==> src/rtl/maxnet_pkg.sv <==
// Shared constants, state encoding and width helper for the Maxnet weight/input store.
package maxnet_pkg;

  localparam int DEF_DATA_W = 32;

  localparam logic [31:0] FP_ONE     = 32'h3f800000;
  localparam logic [31:0] FP_NEG_ONE = 32'hbf800000;
  localparam logic [31:0] FP_0P2     = 32'h3e4ccccd;

  typedef enum logic {
    IDLE   = 1'b0,
    STREAM = 1'b1
  } state_t;

  // Bits needed to index n entries; bounded loop so it stays a constant function.
  function automatic int clog2(input int n);
    int r;
    r = 0;
    for (int i = 0; i < 31; i++) begin
      if (((n - 1) >> i) != 0) r = i + 1;
    end
    return r;
  endfunction

endpackage

==> src/rtl/maxnet_vector_weight_mem_x_bank_pair.sv <==
// Double-buffered X vector: writes land in the shadow bank, a swap flips which bank drives x_out.
module x_bank_pair
  import maxnet_pkg::*;
#(
  parameter int N      = 4,
  parameter int DATA_W = DEF_DATA_W,
  localparam int AW    = clog2(N)
) (
  input  logic                clk,
  input  logic                rst,
  input  logic                wr_en,
  input  logic [AW-1:0]       wr_addr,
  input  logic [DATA_W-1:0]   wr_data,
  input  logic                swap,
  input  logic                streaming,
  input  logic                stream_end,
  output logic [N*DATA_W-1:0] x_out
);

  localparam logic [AW:0] N_EXT = (AW+1)'(N);

  logic [DATA_W-1:0] bank [2][N];
  logic              active;
  logic              pending;
  logic              wr_ok;

  assign wr_ok = wr_en & ({1'b0, wr_addr} < N_EXT);

  always_ff @(posedge clk or negedge rst) begin
    if (!rst) begin
      for (int b = 0; b < 2; b++) begin
        for (int i = 0; i < N; i++) begin
          bank[b][i] <= '0;
        end
      end
      active  <= 1'b0;
      pending <= 1'b0;
    end else begin
      // Shadow is taken from the pre-edge active bit, so a write alongside a swap lands in the new active bank.
      if (wr_ok) bank[~active][wr_addr] <= wr_data;
      if (!streaming) begin
        pending <= 1'b0;
        if (swap) active <= ~active;
      end else if (stream_end) begin
        pending <= 1'b0;
        if (pending | swap) active <= ~active;
      end else if (swap) begin
        pending <= 1'b1;
      end
    end
  end

  for (genvar c = 0; c < N; c++) begin : g_xout
    assign x_out[c*DATA_W +: DATA_W] = bank[active][c];
  end

endmodule

==> src/rtl/maxnet_vector_weight_mem.sv <==
// Weight matrix plus X vector store that streams one weight row per beat to the Maxnet PE array.
module maxnet_vector_weight_mem
  import maxnet_pkg::*;
#(
  parameter int                N      = 4,
  parameter int                DATA_W = DEF_DATA_W,
  parameter logic [DATA_W-1:0] DIAG_W = DATA_W'(FP_0P2),
  parameter logic [DATA_W-1:0] OFF_W  = DATA_W'(FP_NEG_ONE),
  localparam int               AW     = clog2(N)
) (
  input  logic                clk,
  input  logic                rst,
  input  logic                x_wr_en,
  input  logic [AW-1:0]       x_wr_addr,
  input  logic [DATA_W-1:0]   x_wr_data,
  input  logic                x_swap,
  input  logic                w_wr_en,
  input  logic [AW-1:0]       w_wr_row,
  input  logic [AW-1:0]       w_wr_col,
  input  logic [DATA_W-1:0]   w_wr_data,
  input  logic                rd_start,
  input  logic                rd_ready,
  output logic                rd_valid,
  output logic [AW-1:0]       rd_row,
  output logic                rd_last,
  output logic [N*DATA_W-1:0] w_row_out,
  output logic [N*DATA_W-1:0] x_out,
  output logic                busy,
  output logic                done,
  output logic                w_wr_drop
);

  localparam logic [AW-1:0] LAST_ROW = AW'(N - 1);
  localparam logic [AW:0]   N_EXT    = (AW+1)'(N);

  state_t            state;
  logic [DATA_W-1:0] w_mem [N][N];
  logic              w_wr_ok;
  logic              stream_end;

  assign w_wr_ok = w_wr_en & (state == IDLE)
                 & ({1'b0, w_wr_row} < N_EXT) & ({1'b0, w_wr_col} < N_EXT);
  assign stream_end = (state == STREAM) & rd_ready & (rd_row == LAST_ROW);

  always_ff @(posedge clk or negedge rst) begin
    if (!rst) begin
      for (int i = 0; i < N; i++) begin
        for (int j = 0; j < N; j++) begin
          w_mem[i][j] <= (i == j) ? DIAG_W : OFF_W;
        end
      end
    end else if (w_wr_ok) begin
      w_mem[w_wr_row][w_wr_col] <= w_wr_data;
    end
  end

  always_ff @(posedge clk or negedge rst) begin
    if (!rst) begin
      state     <= IDLE;
      rd_valid  <= 1'b0;
      rd_row    <= '0;
      busy      <= 1'b0;
      done      <= 1'b0;
      w_wr_drop <= 1'b0;
    end else begin
      done      <= 1'b0;
      w_wr_drop <= w_wr_en & ~w_wr_ok;
      case (state)
        IDLE: begin
          if (rd_start) begin
            state    <= STREAM;
            rd_valid <= 1'b1;
            busy     <= 1'b1;
            rd_row   <= '0;
          end
        end
        STREAM: begin
          if (rd_ready) begin
            if (rd_row == LAST_ROW) begin
              state    <= IDLE;
              rd_valid <= 1'b0;
              busy     <= 1'b0;
              done     <= 1'b1;
              rd_row   <= '0;
            end else begin
              rd_row <= rd_row + 1'b1;
            end
          end
        end
        default: state <= IDLE;
      endcase
    end
  end

  assign rd_last = rd_valid & (rd_row == LAST_ROW);

  for (genvar c = 0; c < N; c++) begin : g_wrow
    assign w_row_out[c*DATA_W +: DATA_W] = w_mem[rd_row][c];
  end

  x_bank_pair #(
    .N      (N),
    .DATA_W (DATA_W)
  ) u_x_bank_pair (
    .clk        (clk),
    .rst        (rst),
    .wr_en      (x_wr_en),
    .wr_addr    (x_wr_addr),
    .wr_data    (x_wr_data),
    .swap       (x_swap),
    .streaming  (state == STREAM),
    .stream_end (stream_end),
    .x_out      (x_out)
  );

endmodule

==> config.mk <==
export PLATFORM = sky130hd
export DESIGN_NAME = maxnet_vector_weight_mem
export DESIGN_NICKNAME = d
export VERILOG_FILES = /design/src/rtl/maxnet_pkg.sv /design/src/rtl/maxnet_vector_weight_mem_x_bank_pair.sv /design/src/rtl/maxnet_vector_weight_mem.sv
export SDC_FILE = /design/constraint.sdc
export NUM_CORES = 1
export LEC_CHECK = 0
export ABC_AREA = 1
export CORE_ASPECT_RATIO = 0.6
export CORE_MARGIN = 4
export CORE_UTILIZATION = 38
export CTS_BUF_LIST = sky130_fd_sc_hd__clkbuf_8
export CTS_CLUSTER_DIAMETER = 80
export DETAILED_ROUTE_END_ITERATION = 10
export HOLD_SLACK_MARGIN = 0.08
export PLACE_DENSITY_LB_ADDON = 0.08
export SYNTH_ARGS = -nofsm -noshare
export SYNTH_HDL_FRONTEND = slang
export SYNTH_HIERARCHICAL = 1
export SYNTH_SLANG_ARGS = --single-unit
==> constraint.sdc <==
create_clock -name clk -period 2.5 [get_ports clk]
set_input_delay 0.75 -clock clk [delete_from_list [all_inputs] [get_ports clk]]
set_output_delay 0.75 -clock clk [all_outputs]
set_load 0.01 [all_outputs]
---- After elaboration in Yosys (flattened, before gate mapping) ----
Cells that the tools add are included.
storage, ports and cells
  output and inout port bits .............. 263
  register bits after elaboration ......... 776
  logic and storage cells ................. 110
  input port bits ......................... 77
cells by class
  bitwise gates (word level) .............. 15
  add/subtract/negate cells ............... 1
  order comparisons ....................... 10
  mux-type cells .......................... 38
  eq/ne operators ......................... 7
  reductions and logical operators ........ 8
operators by type and width
  cell                number
  $mux 128            7
  $bwmux 512          1
  $bmux 128 s2        1
  $bwmux 256          1
  $demux 128 s2       1
  $demux 128 s1       1
  $demux 32 s2        2
  $mux 32             2
  $mux 1              16
  $ge 3x3->1 const B  4
  $not 2->3           4
  $lt 3x1->1 const B  3
  $mux 2              3
  $ne 2x1->1 const B  3
  $reduce_and 3->1    2
  $and 1x1->1         5
  $ge 2x2->1 const B  2
  $logic_and 1x1->1   4
  $ne 2x2->1 const B  2
  $not 1->2           2
  $pmux 1 s2          2
  $pmux 2 s2          1
  $ne 3x2->1 const B  1
  $not 1->1           3
  other kinds (6)     6

---- Logic depth before layout (Yosys ltp) ----
Gate-level depths: netlist of run 1.
  depth after elaboration ................. 8
  mapped depth ............................ 8
  mapped depth without buffers ............ 8

---- Hierarchy ----
Netlist of run 1, hierarchy kept.
by module, submodules not included
  module                    sequential area each (um^2)  cells each  area each (um^2)  instances
  maxnet_vector_weight_mem  13167.6                      3325        25160.4           1
  x_bank_pair               6456.2                       1571        11677.4           1

---- Worst setup path after synthesis of run 1 ----
OpenSTA, ideal clock, no wires.
  path type ............................... register to output
  start point ............................. register rd_row[0]
  end point ............................... output w_row_out[10]
  setup slack ............................. 0.328 ns
  cell stages (with the launch flop) ...... 8
  data required time ...................... 1.750 ns
  arrival time ............................ 1.422 ns
  cells stage by stage .................... dfrtp_1 buf_2 inv_2 buf_2 buf_1 nand2_1 o211ai_1 nand2_1
between the ends
  cells in the longest elaborated chain, start to end .. 4
ends and longest elaborated chain
  what                             RTL line                        source
  start: declaration               maxnet_vector_weight_mem.sv:24  output logic [AW-1:0] rd_row,
  start signal: assignment         maxnet_vector_weight_mem.sv:86  rd_row <= rd_row + 1'b1;
  $not 2->3 (not written as such)  maxnet_vector_weight_mem.sv:98  assign w_row_out[c*DATA_W +: DATA_W] = w_mem[rd_row][c];
  $bmux 128 s2                     maxnet_vector_weight_mem.sv:98
  $mux 128 (2 in a row)            -
  end: declaration                 maxnet_vector_weight_mem.sv:26  output logic [N*DATA_W-1:0] w_row_out,
Every way passes these cells. The select of a mux whose other input is x is not followed.

---- Final worst setup path of run 1 ----
  start point ............................. register rd_row[0]
  end point ............................... output w_row_out[51]
Same word-level chain as after synthesis.

==> results of run 1 <==
==> layout make-up <==
class                      instances  area, sq um  share of cell area
antenna                            1         2.50           0.0000483
clock buffer                     155         2130              0.0412
clock inverter                    82          544              0.0105
inverter                         148          583              0.0113
multi-input combinational       3538        16700               0.323
sequential                       776        19600               0.379
tap                             1305         1630              0.0315
timing repair buffer             864        10500               0.203
==> power by group <==
part	internal (mW)	total, mW	switching (mW)
Clock	6.37	12.0	5.65
Combinational	16.6	34.4	17.7
Sequential	18.4	22.0	3.58
==> tightest hold or removal path: stages, from the launching register on <==
cell     delay (ns)
dfstp_2        0.37
nand2_1        0.05
nand2_1        0.04
==> synth_stat cells <==
master / count / area [sq um]
buf_1: 20 / 75.1
buf_2: 176 / 881
buf_4: 5 / 37.5
clkbuf_1: 233 / 875
dfrtp_1: 612 / 15300
dfstp_2: 164 / 4310
ha_1: 2 / 25.0
inv_1: 141 / 529
inv_2: 7 / 26.3
nand2_1: 2339 / 8780
nand3_1: 660 / 3300
nand4_1: 1 / 6.26
nor2_1: 272 / 1020
nor2_2: 6 / 37.5
nor2_4: 1 / 11.3
o211ai_1: 128 / 961
o21ai_0: 129 / 646
==> cell families after synthesis <==
family,after synthesis
adders and majority gates,2
DFF,776
AOI/OAI and AO/OA,257
buffers and inverters,582
and+or+nand+nor,3279
==> placed cells by master (no fill, tap or decap), drive strengths merged <==
| cell | count |
|---|---|
| nand2 | 2339 |
| buf | 756 |
| nand3 | 660 |
| dfrtp | 612 |
| nor2 | 279 |
| inv | 213 |
| clkbuf | 183 |
| dfstp | 164 |
| o21ai | 129 |
| o211ai | 128 |
| clkdlybuf4s50 | 75 |
| clkinv | 7 |
| bufinv | 7 |
| dlygate4sd2 | 4 |
| clkinvlp | 3 |
| ha | 2 |
| diode | 1 |
| nand4 | 1 |
| dlygate4sd3 | 1 |
==> flip-flops by register name, indices dropped and copies added, names as in the netlist <==
signal	flops
w_wr_drop	1
done	1
state	1
u_x_bank_pair/active	1
u_x_bank_pair/pending	1
w_mem	512
u_x_bank_pair/bank	256
rd_row	2
busy	1
==> worst min-delay path by stage <==
stage	startpoint	to	slack [ns]
5_1_grt	w_mem[166]	w_mem[166]	0.47
3_5_place_dp	w_mem[477]	w_mem[477]	0.45
4_1_cts	rst	w_mem[1]	0.42
6_report	w_mem[10]	w_mem[10]	0.46
2_1_floorplan	w_mem[384]	w_mem[384]	0.44
3_3_place_gp	w_mem[452]	w_mem[452]	0.45
==> timing repair <==
item / in CTS / in global routing
endpoints found under the setup margin: 263 / 259
buffers inserted: 110 / 106
pin swaps: 93 / 215
gates resized for setup: 1396 / 752
hold endpoints to repair: 21 / 0
hold buffers: 1 / 0
cloned: 42 / 22
==> metal layers <==
layer  GRT usage  vias to the layer above  part of all wire
met3      0.0447                      193             0.070
met4      0.0766                        0             0.020
met5           0                        -                 0
met2       0.401                     1267              0.44
met1       0.417                    17258              0.47
li1            -                    16548                 -
==> per-stage QoR <==
| stage | worst slack (ns) | instances |
|---|---|---|
| 2_1_floorplan | 0.328 | 4896 |
| 3_3_place_gp | -0.145 | 6399 |
| 3_5_place_dp | -0.131 | 6399 |
| 4_1_cts | -0.936 | 6789 |
| 5_1_grt | -0.836 | 6869 |
| 6_report | -0.717 | 6869 |
==> flow_summary.json, run 1 <==
{
  "status": "complete, but fails checks",
  "violations": "setup timing",
  "clock.fmax_mhz": 311,
  "timing.rr.start": "u_x_bank_pair/active",
  "drive_gt1_frac": 0.277,
  "path_clk_slew_ns": 0.07,
  "place_area_sq_um": 43600,
  "critical_path.top_delay_family": "buffers and inverters",
  "tns_ns": -131.51,
  "startpoint": "rd_row[0]",
  "synthMuxAreaShare": 0,
  "vias": 35266,
  "grt-ovfl-total": 0,
  "syn_inst": 4896,
  "start_util": 0.383,
  "dieHeight_um": 249,
  "dieArea_sq_um": 102000,
  "routedWlPerCell_um": 21.2,
  "rsz0062_at_grt": "true",
  "ff2ff_setup_slack_ns": 0.41,
  "slowest_delay_ns": 0.49,
  "finalMaxSlewViolations": 0,
  "p_total_mw": 68.3,
  "final_antenna_net_count": 0,
  "fin_crit_sh": 1.29,
  "holdWs_ns": 0.461,
  "grt_pass1_vias": 33611,
  "clock_skew_ns": 0.0329,
  "drv_cap": 0,
  "port_buffers": 339,
  "fin_ws_ns": -0.717,
  "areaGrowthSynthToFinish_pct": 40.5,
  "tightest_slew_ns": 0.653,
  "p_per_area_nw_per_um2": 1320,
  "row_count": 88,
  "synthXorXnorAreaFrac": 0,
  "hold_path_class": "reg2reg",
  "cp_slowest_cell": "dfrtp_4",
  "fin_util": 0.539,
  "cts_buffers": 131,
  "synthAdderAreaFrac": 0.000679,
  "cp.arrival_ns": 2.47,
  "crit_top_cell": "buf_6",
  "synth_cell_types": 17,
  "period_needed_ns": 3.22,
  "cp-endpoint": "w_row_out[51]",
  "cp-start-kind": "register",
  "p_leak_nw": 27.5,
  "cp_cell_sequence": "inv_12 > buf_16 > buf_6 > buf_6 > buf_16 > buf_6 > o211ai_1 > nand2_1 > buf_2",
  "h-tree-depth": 4,
  "yosysWarnings": 6,
  "vias_per_cell": 5.13,
  "critical_path_peak_fanout": 7,
  "ir_drop_mv": 0.760,
  "coreArea_sq_um": 96100,
  "synth-simple-area-share": 0.357,
  "nFillCells": 9105,
  "cts-root-buf": "clkbuf_8",
  "finalSetupViolCount": 259,
  "insertion_delay_ns": 0.82,
  "yosys_register_bits": 776,
  "cts_tree": "built",
  "synth_top_family_by_area": "simple AND/OR/NAND/NOR gates",
  "grt_use_total": 0.274,
  "path_buf_inv": 7,
  "endpoint_kind": "output port",
  "r2r_cells": 10,
  "hold_path_depth": 2,
  "relSlewSlack": 0.563,
  "design_area_sq_um": 51800,
  "drt_iter0_markers": 3699,
  "dr.pass1.iters": 7,
  "hpwl_mm": 83.2,
  "syn_nets": 4975,
  "die_w_um": 410,
  "grt_pass1_wl_mm": 217,
  "synth.avg_cell_area_sq_um": 7.52,
  "num_io_pins": 340,
  "path_depth": 9,
  "route.detailed.drc": 0,
  "syn_area_sq_um": 36800,
  "cts.path.max_buffers": 3,
  "wirelength_mm": 145,
  "r2r-end": "u_x_bank_pair/bank[237]",
  "hold_viol": 0,
  "antenna_found_initial": 1,
  "place.gp.congestion": 0.807,
  "synth_compound_area_frac": 0.0436,
  "final_nets": 5538,
  "grt_max_degree": 77,
  "crit_required_ns": 1.75,
  "crit_type": "reg2out",
  "seq_area_frac_synth": 0.533,
  "clkSinkCount": 776
}
No activity file was read; power rests on OpenSTA's default activity.
==> run 2, diff against run 1 <==
- CORE_UTILIZATION: 38 -> 45
- clock period: 2.5 -> 3.7 ns (I/O delays scaled with it)
==> run 2 against run 1 <==
  * The run still ends with setup timing left
  * Sequential share of layout area increased by 5.6 points
  * Clock-buffer cell count decreased by 7
  * First-iteration DRC count decreased by 3.0%
  * Routed wire length decreased by 10%
  * Worst hold slack got worse by 0.21 ns
  * Critical path type unchanged
  * Critical endpoint is now w_row_out[35]
==> flow_summary.json, run 2 (synthesis gave the netlist of run 1 again) <==
{
  "critical_path_peak_fanout": 10,
  "violations": "setup timing",
  "p_per_area_nw_per_um2": 854,
  "layout_common_cells": "2335 x nand2_1, 660 x nand3_1, 609 x dfrtp_1",
  "port_buffers": 339,
  "grt_use_total": 0.288,
  "die_w_um": 377,
  "clock_skew_ns": 0.0264,
  "place_inst": 5994,
  "layout_commonest_cell": "nand2_1",
  "hpwl_mm": 73.3,
  "period_needed_ns": 3.77,
  "h-tree-depth": 3,
  "relSlewSlack": 0.366,
  "ctsHoldBuffers": 0,
  "timing.rr.start": "u_x_bank_pair/active",
  "rsz0062_at_grt": "true",
  "p_total_mw": 38.6,
  "cts.path.max_buffers": 3,
  "cts_tree": "built",
  "grt_pass1_vias": 31004,
  "place.gp.congestion": 0.815,
  "clkSinkCount": 776,
  "sequentialPowerShare": 0.371,
  "fin_crit_sh": 1.02,
  "clock.fmax_mhz": 265,
  "drive_gt1_frac": 0.110,
  "hold_viol": 0,
  "finalSetupViolCount": 5,
  "design_area_sq_um": 45100,
  "cts_buffers": 118,
  "hold_path_class": "in2async",
  "final_nets": 5184,
  "finalMaxSlewViolations": 0,
  "sw_frac_of_total": 0.394,
  "tns_ns": -0.221,
  "crit_type": "reg2out",
  "grt_max_degree": 112,
  "vias_per_cell": 5.35,
  "grt-ovfl-total": 0,
  "p_leak_nw": 25.5,
  "status": "complete, but fails checks",
  "ff2ff_setup_slack_ns": 1.53,
  "dieHeight_um": 230,
  "wirelength_mm": 130,
  "start_util": 0.459,
  "ir_drop_mv": 0.412,
  "route.detailed.drc": 0,
  "cp-start-kind": "register",
  "drt_iter0_markers": 3588,
  "routedWlPerCell_um": 20.8,
  "cts-root-buf": "clkbuf_8",
  "dieArea_sq_um": 86700,
  "power_frac_clock": 0.193,
  "final_antenna_net_count": 0,
  "areaGrowthSynthToFinish_pct": 22.5,
  "r2r-end": "u_x_bank_pair/bank[144]",
  "dr.pass1.iters": 6,
  "internal-power_mw": 23.4,
  "pwr-share-comb": 0.435,
  "num_io_pins": 340,
  "place_area_sq_um": 41300,
  "switchingPower_mw": 15.2,
  "reg_top3": "w_mem x512, u_x_bank_pair/bank x256, rd_row x2",
  "crit_required_ns": 2.59,
  "fin_util": 0.562,
  "tightest_slew_ns": 0.948,
  "fin_ws_ns": -0.0711,
  "cp.arrival_ns": 2.66,
  "largest_reg_flops": 512,
  "row_count": 80,
  "vias": 33599,
  "stdcell_count": 6282,
  "startpoint": "rd_row[0]",
  "largest-register": "w_mem",
  "grt_pass1_wl_mm": 194,
  "cp-endpoint": "w_row_out[35]",
  "endpoint_kind": "output port",
  "insertion_delay_ns": 0.81,
  "antenna_found_initial": 6,
  "path_clk_slew_ns": 0.06,
  "r2r_cells": 7,
  "coreArea_sq_um": 80300,
  "drv_cap": 0
}
[run 2: cell type report]
cell class / count / area (sq um)
fillers: 7608 / 35100
flip-flops and latches: 776 / 19600
multi-input cells: 3538 / 14900
repair buffers: 519 / 6150
clock buffers: 148 / 2040
well taps: 1066 / 1330
inverters: 148 / 597
clock inverters: 76 / 415
repair inverters: 4 / 52.6
diodes: 7 / 17.5
[run 2: how the worst min path moves through the flow]
stage	start	to	slack (ns)
floorplan	w_mem[384]	w_mem[384]	0.44
global placement	w_mem[405]	w_mem[405]	0.45
detailed placement	w_mem[477]	w_mem[477]	0.45
CTS	rst	w_mem[390]	0.19
global route	rst	w_mem[390]	0.21
finish	rst	w_mem[390]	0.25
[run 2: routing by layer]
metal,track usage,up-vias,part of all wire
li1,-,15806,-
met1,0.433,16257,0.46
met2,0.415,1344,0.43
met3,0.0675,192,0.089
met4,0.0759,0,0.022
met5,0,-,0
[run 2: worst max-delay path, stage by stage, from the launching register on]
cell and delay, ns:
dfrtp_4 0.50, buf_4 0.20, buf_4 0.15, clkbuf_16 0.19, o21ai_2 0.22, nand2_1 0.11
clkdlybuf4s50_1 0.49
[run 2: through the flow]
step | hold WS, ns | setup slack [ns]
2_1_floorplan | 0.437 | 1.17
3_3_place_gp | 0.447 | 0.461
3_5_place_dp | 0.451 | 0.454
4_1_cts | 0.191 | -0.233
5_1_grt | 0.215 | -0.190
6_report | 0.251 | -0.0711
[run 2: repair_timing]
action | 4_1_cts | 5_1_grt
endpoints found under the setup margin | 257 | 166
resized for setup | 75 | 234
buffers inserted | 10 | 21
cloned | 12 | 14
pin swaps | 1 | 4
[run 2: power groups by stage]
stage / clock network (mW) / registers, mW / logic [mW]
4_1_cts: 7.60 / 14.3 / 16.0
2_1_floorplan: 0 / 13.8 / 8.46
5_1_grt: 7.99 / 14.7 / 18.5
3_3_place_gp: 0 / 14.3 / 15.2
3_5_place_dp: 0 / 14.4 / 15.4
6_report: 7.46 / 14.3 / 16.8
